**config.mk**
```make
export PLATFORM = sky130hd
export DESIGN_NAME = fifo_uart_tx
export DESIGN_NICKNAME = d
export VERILOG_FILES = /design/src/rtl/fifo_uart_tx.sv
export SDC_FILE = /design/constraint.sdc
export NUM_CORES = 1
export LEC_CHECK = 0
export ABC_AREA = 1
export BUFFER_PORTS_ARGS = -buffer_cell sky130_fd_sc_hd__buf_4
export CORE_ASPECT_RATIO = 1.4
export CORE_MARGIN = 2
export CORE_UTILIZATION = 55
export CTS_BUF_LIST = sky130_fd_sc_hd__clkbuf_4
export CTS_CLUSTER_DIAMETER = 200
export DETAILED_ROUTE_END_ITERATION = 8
export PLACE_DENSITY = 0.76
export SLEW_MARGIN = 10
export SYNTH_ARGS = -nofsm -noshare
export SYNTH_HDL_FRONTEND = slang
export SYNTH_SLANG_ARGS = --single-unit
export TNS_END_PERCENT = 5
```
**constraint.sdc**
```tcl
create_clock -name clk -period 1.5 [get_ports clk]
set_clock_uncertainty 0.2 [all_clocks]
set_input_delay 0.3 -clock clk [delete_from_list [all_inputs] [get_ports clk]]
set_output_delay 0.3 -clock clk [all_outputs]
set_load 0.01 [all_outputs]
```
**src/rtl/fifo_uart_tx.sv**
```systemverilog
// Byte-FIFO-fed UART transmitter: pulls one byte per frame from an upstream FIFO, sends 8N1 LSB first.
// Optional even parity bit between data and stop when FIFO_UART_TX_PARITY_EN is defined.
module fifo_uart_tx #(
  parameter int CLKS_PER_BIT = 104
) (
  input  logic       clk,
  input  logic       rst,
  output logic       fifo_rd,
  input  logic [7:0] fifo_dout,
  input  logic       fifo_valid,
  input  logic       fifo_empty,
  output logic       tx,
  output logic       busy,
  output logic [2:0] state_dbg
);

  // FIFO handshake: fifo_rd is a single-cycle strobe issued from IDLE; the FIFO answers with
  // fifo_valid/fifo_dout exactly one cycle later (sampled in WAIT). No valid means no byte.
  localparam logic [2:0] S_IDLE   = 3'd0;
  localparam logic [2:0] S_REQ    = 3'd1;
  localparam logic [2:0] S_WAIT   = 3'd2;
  localparam logic [2:0] S_START  = 3'd3;
  localparam logic [2:0] S_DATA   = 3'd4;
`ifdef FIFO_UART_TX_PARITY_EN
  localparam logic [2:0] S_PARITY = 3'd5;
`endif
  localparam logic [2:0] S_STOP   = 3'd6;

  logic [2:0]  state;
  logic [15:0] baud_cnt;
  logic [2:0]  bit_idx;
  logic [7:0]  shreg;
  logic        bit_end;

  assign bit_end   = (baud_cnt == 16'(CLKS_PER_BIT - 1));
  assign busy      = (state != S_IDLE);
  assign state_dbg = state;

  // tx is loaded with the level of the state being entered, so it changes on the same edge as state.
  always_ff @(posedge clk) begin
    if (rst) begin
      state    <= S_IDLE;
      tx       <= 1'b1;
      fifo_rd  <= 1'b0;
      baud_cnt <= '0;
      bit_idx  <= '0;
      shreg    <= '0;
    end else begin
      fifo_rd <= 1'b0;
      case (state)
        S_IDLE: begin
          tx       <= 1'b1;
          baud_cnt <= '0;
          if (!fifo_empty) begin
            fifo_rd <= 1'b1;
            state   <= S_REQ;
          end
        end
        S_REQ: state <= S_WAIT;
        S_WAIT: begin
          if (fifo_valid) begin
            shreg <= fifo_dout;
            tx    <= 1'b0;
            state <= S_START;
          end else begin
            state <= S_IDLE;
          end
        end
        S_START: begin
          baud_cnt <= bit_end ? 16'd0 : baud_cnt + 16'd1;
          if (bit_end) begin
            tx      <= shreg[0];
            bit_idx <= 3'd0;
            state   <= S_DATA;
          end
        end
        S_DATA: begin
          baud_cnt <= bit_end ? 16'd0 : baud_cnt + 16'd1;
          if (bit_end) begin
            if (bit_idx == 3'd7) begin
`ifdef FIFO_UART_TX_PARITY_EN
              tx    <= ^shreg;
              state <= S_PARITY;
`else
              tx    <= 1'b1;
              state <= S_STOP;
`endif
            end else begin
              bit_idx <= bit_idx + 3'd1;
              tx      <= shreg[bit_idx + 3'd1];
            end
          end
        end
`ifdef FIFO_UART_TX_PARITY_EN
        S_PARITY: begin
          baud_cnt <= bit_end ? 16'd0 : baud_cnt + 16'd1;
          if (bit_end) begin
            tx    <= 1'b1;
            state <= S_STOP;
          end
        end
`endif
        S_STOP: begin
          baud_cnt <= bit_end ? 16'd0 : baud_cnt + 16'd1;
          if (bit_end) state <= S_IDLE;
        end
        default: begin
          tx    <= 1'b1;
          state <= S_IDLE;
        end
      endcase
    end
  end

endmodule

```
* After elaboration in Yosys (flattened, before gate mapping)
Cells that the tools add are included.
Storage, ports and cells: logic and storage cells 56, output and inout bits 6, flip-flop bits (word level) 32, bits of input ports 12
Cells by class: order comparisons 1, reduce and logical (&&, ||, !) cells 11, bitwise operators 2, add/subtract/negate cells 2, mux-type cells 20, equal/unequal tests 14
Operator list (count):
- $pmux 16 s2 | 1
- $mux 3 | 7
- $pmux 3 s6 | 1
- $add 16x1->16 const B | 1
- $eq 16x7->1 const B | 1
- $mux 16 | 1
- $ne 2x2->1 const B | 7
- $eq 3x3->1 const B | 3
- $reduce_and 4->1 | 2
- $eq 3x2->1 const B | 2
- $mux 1 | 6
- $pmux 3 s2 | 1
- $reduce_and 5->1 | 1
- $lt 3x4->1 const B | 1
- $pmux 1 s4 | 1
- $reduce_bool 2->1 | 2
- $reduce_or 2->1 | 2
- $add 3x1->3 const B | 1
- $bmux 1 s3 | 1
- $eq 3x1->1 const B | 1
- $logic_not 3->1 | 1
- $reduce_bool 3->1 | 1
- $reduce_or 3->1 | 1
- $mux 2 | 1
- 2 further kinds | 3

* Logic depth before layout (Yosys ltp)
depth in word-level cells 6, depth in mapped cells 11, gate-level depth less buffers 11

* Worst setup path after synthesis
No wires, ideal clock.
path type flip-flop to flip-flop, start point register baud_cnt[0], end point register baud_cnt[14], path slack -139 ps, arrival time 1322 ps, stages on the path, launching flop included 11, period minus slack after synthesis 1639 ps, library setup time 117 ps, path buffers 0, data required time 1183 ps, cells stage by stage dfxtp_1 ha_1 nand2_2 nor2_2 nand3_2 inv_2 nand2_1 nor2_2 nand3_1 nand2_1 nor2_2
Between the ends: word-level cells in the longest chain between the ends 3, elaborated cells between the ends (all ways) 4, those cells by class add/sub: 1; eq/ne: 1; mux: 2
RTL lines:
- start, declared | line 30 | logic [15:0] baud_cnt;
- start signal, assigned | line 70 | baud_cnt <= bit_end ? 16'd0 : baud_cnt + 16'd1;
- start signal, assigned | line 78 | baud_cnt <= bit_end ? 16'd0 : baud_cnt + 16'd1;
- start signal, assigned | line 104 | baud_cnt <= bit_end ? 16'd0 : baud_cnt + 16'd1;
- $add 16x1->16 / $eq 16x7->1 (equally long branches)
- $mux 16 (*) | line 70, 78, 104
- $pmux 16 s2 (*) | line 50 | case (state)
Every way passes the cells marked *; elsewhere a longest branch is shown, timed or not. A chain may end at the register's enable or synchronous reset.

* Worst setup path in the final report
start point register baud_cnt[1], end point register tx
Between the ends: word-level cells in the longest chain between the ends 3, elaborated cells between the ends (all ways) 4, those cells by class eq/ne: 3; reduce/logical: 1
RTL lines:
- $eq 16x7->1 (*) | line 35 | assign bit_end = (baud_cnt == 16'(CLKS_PER_BIT - 1));
- $ne 2x2->1 (no source line)
- $reduce_and 4->1 (no source line) (*)
- end signal, assigned | line 72 | tx <= shreg[0];
- end signal, assigned | line 90 | tx <= shreg[bit_idx + 3'd1];
- end, declared | line 12 | output logic tx,
Marked as above.

==> results.tsv <==
metric	value	unit
GRT Total Usage	0.304	
LEAKAGE	0.00117	µW
Placed Area	2320	µm²
Yosys top cell area share	0.344	
share of layout cells above drive strength 1	0.321	
clk buf depth	2	
slew margin rel.	0.848	
via count	2122	
Buf/Inv on CP	1	
Clock Latency Late Sink	0.34	ns
Syn Area/Cell	6.35	µm²
DP Wirelength	3.64	mm
P_int	1940	µW
diode count	0	
die height	72.8	µm
sequential power share	0.313	
Worst Max-Slew Pin Slew	0.226	ns
# DRC	0	
PnR worst setup slack	-0.0985	ns
unrepaired setup endpoints after global routing	yes	
Synthesis Warnings	0	
Sink Count	32	
NetSw	1400	µW
nets	372	
fin. max-slew vios	0	
Rows	25	
critical path's largest stage delay	0.38	ns
peak supply drop	1.44	mV
Final Power	3340	µW
initial antenna violation count	0	
post-synth cell types	26	
Data arrival, critical path	1.63	ns
status	finished, violations left	
cell family with the largest share of critical-path delay	simple AND/OR/NAND/NOR gates	
post-layout min period	1.60	ns
I/O pin count	18	
# port buffers	17	
Starting Density	0.562	
Fillers	255	
Reg area	659	µm²
drt total wl	5.24	mm
final instance area	2610	µm²
WL per Instance	13.2	µm
Root Driver	clkbuf_4	
die width	53.2	µm
CTS tree	built	
power share of the combinational group	0.485	
Layout area overhead	40.0	%
clock power share	0.202	
first-pass GRT wire length	8.68	mm
startpoint types	flip-flop	
vias in the first global route	2081	
Critical Path RT	1.53	ns
DRT iter0 DRCs	76	
remaining antenna violation count	0	
Synth area leaders	dfxtp_1 (34%), nand2_1 (16%), nor2_1 (9.1%), nand3_1 (7.0%), inv_1 (6.5%)	
vias per cell	5.33	
failing checks	setup timing	
area leader, netlist	dfxtp_1	
CTS Buf Count	5	
Max Freq	626	MHz
Sw Ratio	0.418	
max cap viols	0	
Clock transition at path regs	0.10	ns
post-synthesis sequential area ratio	0.344	
endpoint class of the critical path	flip-flop	
Final setup violation count	19	
multi-input combinational cell area	1190	µm²
pwr dens	1280	nW/µm²
largest net degree at the start of global routing	17	
slowest CP cell	dfxtp_4	
Initial DRT Pass Iterations	4	
crit-path cells	ha_4, nand2_4, inv_2, nand2_1, nor2_1, nand2_2, nand2_4, nand3_2, a21oi_2, nand2_1	
Syn Nets	308	
total gr overflow	0	
period utilisation layout	1.07	
Cells after Synth	293	
Synth Cell Area	1860	µm²
final hold vios	0	
Yosys reg bits	32	
GPL Wtd Cong	0.994	
Setup CP Type	flip-flop to flip-flop	
die area	3870	µm²
Min-Delay Path Class	input pin to flip-flop	
core area	3320	µm²
worst-path fanout max	8	
H-Tree Depth	2	
[worst min-delay path: stages]
cell	delay (ns)
buf_4	0.08
o21ai_0	0.07
a21oi_1	0.10
[final timing paths]
kind                                 start                 endpoint  slack (ns)  depth (start not counted)
setup / recovery  baud_cnt[1]$_SDFFE_PP0P_          tx$_SDFFE_PP1P_        -0.1                         10
hold / removal                fifo_dout[0]    shreg[0]$_SDFFE_PP0P_        0.06                          3
setup reg to reg  baud_cnt[1]$_SDFFE_PP0P_          tx$_SDFFE_PP1P_        -0.1                         10
hold reg to reg    bit_idx[1]$_SDFFE_PP0P_  bit_idx[1]$_SDFFE_PP0P_        0.28                          2
[cell usage after synthesis]
cell type and count:
a21o_1 1, a21oi_1 18, and2_1 1, buf_6 1
clkbuf_1 2, dfxtp_1 32, ha_1 3, inv_1 32
inv_2 6, nand2_1 80, nand2_2 2, nand2_4 1
nand3_1 26, nand3_2 2, nand3_4 2, nand4_1 7
nor2_1 45, nor2_2 5, nor3_1 2, nor3_4 1
o211ai_1 1, o21a_1 1, o21ai_0 18, o21ai_2 1
o21bai_1 1, xor2_1 2
[cell families (layout without fill, tap and decap cells)]
group,Yosys count,count (layout),share of synthesized area
AOI/OAI and AO/OA,41,41,0.118
buffers and inverters,41,106,0.0867
DFF,32,32,0.344
xor gates and xnor gates,2,2,0.00941
adders and majority gates,3,3,0.0202
and+or+nand+nor,174,174,0.422
[through the flow]
step                      setup TNS (ns)  worst slack [ns]   util  std cells  hold WS (ns)
after floorplan                  -0.0232           -0.0178      -        293         0.162
after global placement            -0.639           -0.0693  0.701        381         0.264
after detailed placement           -1.37            -0.118  0.701        381         0.256
after CTS                         -0.831            -0.100  0.765        398        0.0537
after global routing               -3.01            -0.205  0.786        398        0.0830
final                              -1.01           -0.0985  0.786        398        0.0607
[area by class of cell]
type,instances,area share
repair buffers,60,0.181
inverters,38,0.0586
flip-flops and latches,32,0.253
clock inverters,2,0.0134
clock buffers,6,0.0173
well taps,40,0.0192
multi-input cells,220,0.458
[power groups by stage]
stage	Clock [µW]	Combinational (µW)	Sequential (µW)
CTS	690	1530	1040
global route	730	1770	1050
global placement	0	1390	1060
floorplan	0	904	1110
finish	676	1620	1050
detailed placement	0	1420	1060
[layer usage]
| metal | GRT usage | vias up | wire length, µm |
|---|---|---|---|
| met2 | 0.556 | 59 | 2840 |
| met4 | 0.160 | 0 | 158 |
| met1 | 0.314 | 976 | 2040 |
| met5 | 0 | - | 0 |
| met3 | 0.0615 | 18 | 199 |
| li1 | - | 1069 | - |
[layout by cell type (no fill, tap or decap), types with 5 or more instances in the layout]
| cell | n |
|---|---|
| a21oi_1 | 14 |
| buf_4 | 52 |
| clkbuf_4 | 6 |
| dfxtp_1 | 21 |
| dfxtp_2 | 9 |
| dlygate4sd3_1 | 8 |
| inv_1 | 30 |
| inv_2 | 6 |
| nand2_1 | 74 |
| nand2_2 | 5 |
| nand3_1 | 23 |
| nand3_2 | 5 |
| nand4_1 | 7 |
| nor2_1 | 41 |
| nor2_2 | 6 |
| o21ai_0 | 16 |
[flip-flops by register name (all words and copies together) (netlist names)]
signal / cells
fifo_rd: 1
state_dbg: 3
tx: 1
shreg: 8
bit_idx: 3
baud_cnt: 16
[timing repair]
item / in CTS / in global routing
gates resized for setup: 14 / 25
endpoints found under the setup margin: 19 / 33
hold endpoints to repair: 8 / 0
pin swaps: 4 / 6
buffers inserted: 1 / 0
hold buffers: 8 / 0
(Power assumes the default switching activity.)
